File: config.mk
export PLATFORM = sky130hd
export DESIGN_NAME = regfile_wr_sched
export DESIGN_NICKNAME = d
export VERILOG_FILES = /design/src/rtl/regfile_wr_sched_pkg.sv /design/src/rtl/regfile_wr_sched_rr_arbiter.sv /design/src/rtl/regfile_wr_sched.sv
export SDC_FILE = /design/constraint.sdc
export NUM_CORES = 1
export LEC_CHECK = 0
export CORE_UTILIZATION = 30
export CTS_CLUSTER_DIAMETER = 60
export DETAILED_ROUTE_END_ITERATION = 6
export HOLD_SLACK_MARGIN = 0.03
export PLACE_DENSITY = 0.68
export SYNTH_ARGS = -nofsm -noshare
export SYNTH_HDL_FRONTEND = slang
export SYNTH_SLANG_ARGS = --single-unit
File: constraint.sdc
create_clock -name clk -period 5.4 [get_ports clk]
set_input_delay 1.08 -clock clk [delete_from_list [all_inputs] [get_ports clk]]
set_output_delay 1.08 -clock clk [all_outputs]
set_load 0.02 [all_outputs]
File: src/rtl/regfile_wr_sched_pkg.sv
// Shared constants for the register-file write-port scheduler: fixed register
// numbers and the two-state controller encoding.
package regfile_wr_sched_pkg;

  localparam logic [4:0] REG_LINK        = 5'd31;
  localparam logic [4:0] REG_ZERO        = 5'd0;
  localparam logic [4:0] REG_FIRST_CLEAR = 5'd1;

  localparam logic [0:0] ST_CLEAR = 1'b0;
  localparam logic [0:0] ST_ARB   = 1'b1;

endpackage

File: src/rtl/regfile_wr_sched_rr_arbiter.sv
// Combinational round-robin pick: the first asserted request at or after the
// pointer, wrapping modulo NREQ. The pointer register lives in the parent.
module rr_arbiter #(
  parameter int NREQ = 3
) (
  input  logic [NREQ-1:0] req,
  input  logic [2:0]      ptr,
  output logic [NREQ-1:0] gnt,
  output logic [2:0]      idx
);

  logic       found;
  logic [3:0] cand;

  always_comb begin
    gnt   = '0;
    idx   = '0;
    found = 1'b0;
    cand  = '0;
    for (int k = 0; k < NREQ; k++) begin
      // Candidate position ptr+k folded back into 0..NREQ-1.
      cand = {1'b0, ptr} + 4'(k);
      if (cand >= 4'(NREQ)) begin
        cand = cand - 4'(NREQ);
      end
      for (int i = 0; i < NREQ; i++) begin
        if (!found && req[i] && (cand == 4'(i))) begin
          found  = 1'b1;
          gnt[i] = 1'b1;
          idx    = 3'(i);
        end
      end
    end
  end

endmodule

File: src/rtl/regfile_wr_sched.sv
// Shares the register file's single write port between NREQ requesters and
// zero-fills registers 1..31 after reset, since the file itself has no reset.
module regfile_wr_sched
  import regfile_wr_sched_pkg::*;
#(
  parameter int NREQ           = 3,
  parameter int AW             = 5,
  parameter int DW             = 32,
  parameter int CLEAR_ON_RESET = 1
) (
  input  logic             clk,
  input  logic             rst,
  input  logic [NREQ-1:0]  req_valid,
  output logic [NREQ-1:0]  req_ready,
  input  logic [NREQ*AW-1:0] req_addr,
  input  logic [NREQ*DW-1:0] req_data,
  input  logic [NREQ-1:0]  req_link,
  output logic [AW-1:0]    rf_rw,
  output logic [DW-1:0]    rf_busw,
  output logic             rf_wren,
  output logic             rf_jal,
  output logic [2:0]       grant_id,
  output logic             init_busy
);

  // Handshake: a requester's write is taken on a rising edge where both
  // req_valid[i] and req_ready[i] are high; ready is one-hot, only in ARB, and
  // never gates valid. Requesters hold valid/addr/data/link until ready.

  logic [0:0]      state;
  logic [AW-1:0]   clr_cnt;
  logic [2:0]      rr_ptr;
  logic [NREQ-1:0] gnt;
  logic [2:0]      win;
  logic [AW-1:0]   sel_addr;
  logic [DW-1:0]   sel_data;
  logic            sel_link;
  logic [AW-1:0]   res_addr;
  logic            accept;

  rr_arbiter #(.NREQ(NREQ)) u_arb (
    .req (req_valid),
    .ptr (rr_ptr),
    .gnt (gnt),
    .idx (win)
  );

  always_comb begin
    sel_addr = '0;
    sel_data = '0;
    sel_link = 1'b0;
    for (int i = 0; i < NREQ; i++) begin
      if (gnt[i]) begin
        sel_addr = req_addr[i*AW +: AW];
        sel_data = req_data[i*DW +: DW];
        sel_link = req_link[i];
      end
    end
  end

  assign res_addr  = sel_link ? AW'(REG_LINK) : sel_addr;
  assign accept    = (state == ST_ARB) && (|req_valid);
  assign req_ready = (state == ST_ARB) ? gnt : '0;
  // init_busy is the controller state seen from outside: high exactly in CLEAR.
  assign init_busy = (state == ST_CLEAR);
  // Link writes are already resolved to register 31 here.
  assign rf_jal    = 1'b0;

  always_ff @(posedge clk or posedge rst) begin
    if (rst) begin
      state    <= (CLEAR_ON_RESET != 0) ? ST_CLEAR : ST_ARB;
      clr_cnt  <= AW'(REG_FIRST_CLEAR);
      rr_ptr   <= 3'd0;
      rf_wren  <= 1'b0;
      rf_rw    <= '0;
      rf_busw  <= '0;
      grant_id <= 3'd0;
    end else if (state == ST_CLEAR) begin
      rf_wren <= 1'b1;
      rf_rw   <= clr_cnt;
      rf_busw <= '0;
      clr_cnt <= clr_cnt + 1'b1;
      if (clr_cnt == AW'(REG_LINK)) begin
        state <= ST_ARB;
      end
    end else if (accept) begin
      // Writes to register 0 are acknowledged but never reach the file.
      rf_wren  <= (res_addr != AW'(REG_ZERO));
      rf_rw    <= res_addr;
      rf_busw  <= sel_data;
      grant_id <= win;
      rr_ptr   <= (win == 3'(NREQ - 1)) ? 3'd0 : win + 3'd1;
    end else begin
      rf_wren <= 1'b0;
    end
  end

endmodule

After elaboration in Yosys (flattened, before gate mapping). Index checks and enable logic that the tools add are counted.

Register bits: 50. Output and inout bits: 46. Word-level logic and storage cells: 106.

Eq/ne operators: 9. Order comparisons: 3. Bitwise gates (word level): 1. Add/sub/neg operators: 7. Reductions and logical operators: 32. Mux-type cells: 47.

Operator list (number): two-way mux 32 bit (5); two-way mux 5 bit (6); two-way mux 1 bit (24); logical AND 1 bit (18); two-way mux 2 bit (7); == test 4 x 1 -> 1 bit, second input constant (3); == test 4 x 2 -> 1 bit, second input constant (3); zero test 4 bit (3); two-way mux 4 bit (3); greater-or-equal comparator 4 x 2 -> 1 bit, second input constant (2); zero test 1 bit (8); subtractor 4 x 2 -> 4 bit, second input constant (2); two-way mux 3 bit (2); adder 5 x 1 -> 5 bit, second input constant (1); == test 5 bit, second input constant (1); nonzero test 5 bit (1); adder 3 x 1 -> 4 bit, second input constant (1); adder 3 x 2 -> 4 bit, second input constant (1); subtractor 3 x 2 -> 4 bit, second input constant (1); adder 3 x 1 -> 3 bit, second input constant (1); == test 3 x 2 -> 1 bit, second input constant (1); greater-or-equal comparator 3 x 2 -> 1 bit, second input constant (1); OR reduction 3 bit (1); != test 2 x 1 -> 1 bit, second input constant (1); other kinds (2) (2).

Logic depth before layout (Yosys ltp). Gate-level depths: netlist (run 1).

Depth in word-level cells: 42. Depth in mapped cells: 15. Mapped depth without buffers: 11.

Cells and area by module. From an unflattened synthesis (run 1), not the netlist that was laid out.

Cells, all modules: 390. Area total of the unflattened synthesis: 3564.7 sq um.

Modules (own cells, without submodules): regfile_wr_sched (times used 1, area each 3015.4 sq um, sequential area each 1252.5 sq um, cells each 320); rr_arbiter (times used 1, area each 549.3 sq um, sequential area each 0.0 sq um, cells each 70).

Worst setup path after synthesis (run 1). OpenSTA, ideal clock, no wires.

Kind: reg2out. From: register rr_ptr[0]. To: output port req_ready[0]. Path buffers: 5. Data arrival time: 3.115 ns. Cell stages (with the launch flop): 14. Setup slack: 1.205 ns. Path through: dfrtp_1 > buf_2 > buf_2 > inv_1 > ha_1 > buf_6 > or4b_4 > a211oi_2 > nor2_1 > a41o_1 > a32o_1 > buf_2 > clkbuf_1 > and2_1.

Longest elaborated chain between the ends: 30.

RTL lines: from (decl) (line regfile_wr_sched.sv:32) `logic [2:0] rr_ptr;`; from (signal assigned) (line regfile_wr_sched.sv:92) `rr_ptr <= (win == 3'(NREQ - 1)) ? 3'd0 : win + 3'd1;`; subtractor 3 x 2 -> 4 bit or greater-or-equal comparator 3 x 2 -> 1 bit (tied branches) (line regfile_wr_sched_rr_arbiter.sv:24, regfile_wr_sched_rr_arbiter.sv:23); two-way mux 4 bit (line regfile_wr_sched_rr_arbiter.sv:23) `if (cand >= 4'(NREQ)) begin`; zero test 4 bit (line regfile_wr_sched_rr_arbiter.sv:27) `if (!found && req[i] && (cand == 4'(i))) begin`; logical AND 1 bit (line regfile_wr_sched_rr_arbiter.sv:27); two-way mux 1 bit (line regfile_wr_sched_rr_arbiter.sv:27); zero test 1 bit (line regfile_wr_sched_rr_arbiter.sv:27); logical AND 1 bit (2 in a row) (line regfile_wr_sched_rr_arbiter.sv:27); two-way mux 1 bit (line regfile_wr_sched_rr_arbiter.sv:27); [... 11 more ...]; two-way mux 1 bit (line regfile_wr_sched_rr_arbiter.sv:27); zero test 1 bit (line regfile_wr_sched_rr_arbiter.sv:27); logical AND 1 bit (2 in a row) (line regfile_wr_sched_rr_arbiter.sv:27); two-way mux 1 bit (line regfile_wr_sched_rr_arbiter.sv:27); zero test 1 bit (line regfile_wr_sched_rr_arbiter.sv:27); logical AND 1 bit (2 in a row) (line regfile_wr_sched_rr_arbiter.sv:27); two-way mux 1 bit (*) (line regfile_wr_sched_rr_arbiter.sv:27); two-way mux 3 bit (*) (line regfile_wr_sched.sv:63) `assign req_ready = (state == ST_ARB) ? gnt : '0;`; to (decl) (line regfile_wr_sched.sv:14) `output logic [NREQ-1:0] req_ready,`.

Mark *: on every way between the ends. The rest lies on a longest branch, timed or not.

Worst setup path after layout (run 1).
From: input port req_valid[0]. To: output port req_ready[1].

Longest elaborated chain between the ends: 31.

RTL lines: from (decl) (line regfile_wr_sched.sv:13) `input logic [NREQ-1:0] req_valid,`; logical AND 1 bit (line regfile_wr_sched_rr_arbiter.sv:27); two-way mux 1 bit (line regfile_wr_sched_rr_arbiter.sv:27); zero test 1 bit (line regfile_wr_sched_rr_arbiter.sv:27); logical AND 1 bit (2 in a row) (line regfile_wr_sched_rr_arbiter.sv:27); two-way mux 1 bit (line regfile_wr_sched_rr_arbiter.sv:27); zero test 1 bit (line regfile_wr_sched_rr_arbiter.sv:27); logical AND 1 bit (2 in a row) (line regfile_wr_sched_rr_arbiter.sv:27); two-way mux 1 bit (line regfile_wr_sched_rr_arbiter.sv:27); [... 11 more ...]; two-way mux 1 bit (line regfile_wr_sched_rr_arbiter.sv:27); zero test 1 bit (line regfile_wr_sched_rr_arbiter.sv:27); logical AND 1 bit (2 in a row) (line regfile_wr_sched_rr_arbiter.sv:27); two-way mux 1 bit (line regfile_wr_sched_rr_arbiter.sv:27); zero test 1 bit (line regfile_wr_sched_rr_arbiter.sv:27); logical AND 1 bit (2 in a row) (line regfile_wr_sched_rr_arbiter.sv:27); two-way mux 1 bit (*) (line regfile_wr_sched_rr_arbiter.sv:27); two-way mux 3 bit (*) (line regfile_wr_sched.sv:63).

Marked as above.

==> results of run 1 <==
==> power by group <==
group	internal, mW	switching (mW)
sequential	0.525	0.0985
clock	0.151	0.121
combinational	0.776	0.922
total	1.45	1.14
==> per-layer routing <==
layer | vias to the layer above | GRT usage | share of wire
met2 | 162 | 0.359 | 0.48
met1 | 1562 | 0.262 | 0.44
met3 | 8 | 0.0481 | 0.078
met5 | - | 0 | 0
li1 | 1475 | - | -
met4 | 0 | 0.0468 | 0.0089
==> final timing paths <==
check,from,to,slack (ns),depth (start not counted)
hold reg to reg,grant_id[0]$_DFFE_PP0P_,grant_id[0]$_DFFE_PP0P_,0.49,2
max in group asynchronous,rst,grant_id[0]$_DFFE_PP0P_,3.39,2
min in group asynchronous,rst,rf_busw[19]$_DFFE_PP0P_,1.35,2
hold / removal,grant_id[0]$_DFFE_PP0P_,grant_id[0]$_DFFE_PP0P_,0.49,2
setup reg to reg,rr_ptr[0]$_DFFE_PP0P_,rf_wren$_DFF_PP0_,1.27,12
setup / recovery,req_valid[0],req_ready[1],0.76,8
==> metrics by stage <==
step / utilization / cell area (um2) / hold WS (ns) / worst slack [ns] / power, mW
final: 0.508 / 4720 / 0.495 / 0.762 / 2.59
after global routing: 0.508 / 4720 / 0.527 / 0.548 / 2.79
after CTS: 0.508 / 4720 / 0.502 / 0.769 / 2.61
after detailed placement: 0.496 / 4600 / 0.481 / 0.791 / 2.33
after global placement: 0.496 / 4600 / 0.476 / 0.799 / 2.29
after floorplan: - / 2890 / 0.459 / 1.21 / 1.69
==> cells in the final DEF (no fill, tap or decap), types with 4 or more instances in the layout <==
| cell type | n |
|---|---|
| nand3_1 | 5 |
| clkdlybuf4s50_1 | 162 |
| o21ai_0 | 9 |
| inv_1 | 10 |
| nor2_1 | 7 |
| ha_1 | 11 |
| dfrtp_1 | 48 |
| nand2_1 | 46 |
| a21o_1 | 4 |
| a211oi_1 | 4 |
| a222oi_1 | 36 |
| clkbuf_8 | 6 |
| a21oi_1 | 37 |
| buf_4 | 6 |
==> cells in the mapped netlist, types with 2 or more instances <==
cell type / number / area share
o21ai_0: 9 / 0.016
nand3_1: 5 / 0.0087
or3_1: 3 / 0.0065
nand2b_1: 2 / 0.0043
mux2i_1: 3 / 0.010
a222oi_1: 36 / 0.12
buf_2: 3 / 0.0052
xnor2_1: 3 / 0.0091
o31ai_1: 2 / 0.0052
a22oi_1: 2 / 0.0052
ha_1: 11 / 0.048
a21o_1: 4 / 0.010
o21ai_1: 2 / 0.0035
a31oi_1: 3 / 0.0065
a32o_1: 3 / 0.010
buf_4: 2 / 0.0052
nor2_1: 7 / 0.0091
mux2_2: 2 / 0.0078
nor2b_1: 2 / 0.0043
a41oi_1: 2 / 0.0061
a211oi_1: 4 / 0.010
dfrtp_1: 48 / 0.42
nor3_1: 2 / 0.0035
nand2_1: 46 / 0.060
inv_1: 11 / 0.014
and3b_1: 2 / 0.0061
nor3b_1: 3 / 0.0078
clkbuf_1: 21 / 0.027
and3_1: 3 / 0.0065
a21oi_1: 37 / 0.064
nand3b_1: 2 / 0.0052
==> worst min-delay path: stages, from the launching register on <==
cell and delay [ns]:
dfrtp_1 0.35, nand2_1 0.05, nand2_1 0.06
==> sequential cells by signal, indices dropped and copies added (netlist names) <==
name      count
rf_busw      32
state         1
rf_wren       1
rf_rw         5
clr_cnt       5
grant_id      2
rr_ptr        3
==> cell type report <==
class	instances	area (um2)	share of cell area
clock buffers	7	86.3	0.0183
clock inverters	1	30.0	0.00637
inverters	11	41.3	0.00875
multi-input cells	219	1500	0.319
flip-flops and latches	49	1230	0.260
well taps	129	161	0.0342
repair buffers	168	1670	0.353
==> logic make-up (layout without fill, tap and decap cells) <==
family,after synthesis,count (layout),synth area share
fa+ha+maj,11,11,0.0477
flops,49,49,0.426
mux,5,5,0.0182
buf+inv,38,187,0.0560
compound gates,112,112,0.294
xor+xnor,4,4,0.0121
other cells,1,2,0.00130
simple gates,85,85,0.145
==> flow_metrics.env, run 1 <==
export IMPL_tns_ns=0
export IMPL_grt_pass1_vias=3288
export IMPL_yosys_warnings=0
export IMPL_synth_edf_count=0
export IMPL_ir_worst_vdd_mv=0.234
export IMPL_drv_slew=0
export IMPL_die_h_um=100
export IMPL_gp_congestion=0.926
export IMPL_tightest_slew_ns=1.06
export IMPL_final_layout_size_suffix_gt1_frac=0.0505
export IMPL_syn_avg_cell_area_um2=9.46
export IMPL_violations="design-rule violations"
export IMPL_place_inst=576
export IMPL_clock_root_buffer="clkbuf_8"
export IMPL_drc=1
export IMPL_fillers=903
export IMPL_start_util=0.311
export IMPL_drt_iter0_markers=271
export IMPL_path_delay_family="buffers and inverters"
export IMPL_cts_resized=0
export IMPL_required_ns=4.32
export IMPL_num_vias=3207
export IMPL_period_share=0.859
export IMPL_rsz0062_at_grt="no"
export IMPL_rows=35
export IMPL_nNetsFinal=584
export IMPL_fin_crit_ns=4.64
export IMPL_worst_path_max_delay_cell="clkdlybuf4s50_1"
export IMPL_synth_seq_area_share=0.426
export IMPL_hold_viol_final=0
export IMPL_drtPass1Iterations=7
export IMPL_grt_pass1_wl_mm=16.3
export IMPL_max_freq_mhz=216
export IMPL_final_setup_viol_count=0
export IMPL_ys_flop_type="dfrtp_1"
export IMPL_skew_ns=0.00853
export IMPL_ios=165
export IMPL_worstSetupPathType="primary input to primary output"
export IMPL_numClockSinks=49
export IMPL_worstPathArrival_ns=3.56
export IMPL_diodes=0
export IMPL_clock_latency_ns=0.30
export IMPL_grt_max_degree=50
export IMPL_syn_instance_count=305
export IMPL_status="complete, but fails checks"
export IMPL_critPathCaptureType="primary output"
export IMPL_core_um2=9280
export IMPL_via_per_inst=5.49
export IMPL_max_stage_delay_ns=0.62
export IMPL_crit_path_max_fanout=8
export IMPL_worst_hold_path_type="flip-flop to flip-flop"
export IMPL_drv_cap=0
export IMPL_post_drt_wl_per_cell_um=17.7
export IMPL_area_growth_pct=63.6
export IMPL_grt_overflow=0
export IMPL_die_w_um=100
export IMPL_postCtsSetupBuffers=0
export IMPL_dp_hpwl_mm=7.23
export IMPL_slew_headroom=0.292
export IMPL_p_leak_nw=1.94
export IMPL_cts_buffers=5
export IMPL_postRouteAntennaNets=0
export IMPL_dieArea_um2=10000
export IMPL_synthArstFlopShare=1.00
export IMPL_power_density_nw_per_um2=550
export IMPL_synth_cell_types=51
export IMPL_critPathBufInv=3
export IMPL_htree_levels=2
export IMPL_drt_total_wl_mm=10.4
export IMPL_track_usage=0.207
export IMPL_clockBufferDepth=2
export IMPL_port_buffers=162
export IMPL_crit_chain="clkdlybuf4s50_1 > and4b_1 > a32o_1 > o41ai_1 > a32o_1 > nand3_1 > inv_1 > clkdlybuf4s50_1"
export IMPL_clk_pin_slew_ns=0.08
export IMPL_antenna_found_initial=0
export IMPL_cts_tree="yes"
export IMPL_startpoint_type="primary input"
export IMPL_ys_seq_elements=49
export IMPL_cts_hold_buffers=0
export IMPL_netlist_area_um2=2880
export IMPL_fin_cells=584
Power figures use the tool's default switching activity.
==> inputs of run 2 (changes only) <==
- SETUP_SLACK_MARGIN: not set -> 0.2
==> results of run 2 <==
The final DEF is identical to that of run 1; final timing and power are the same.
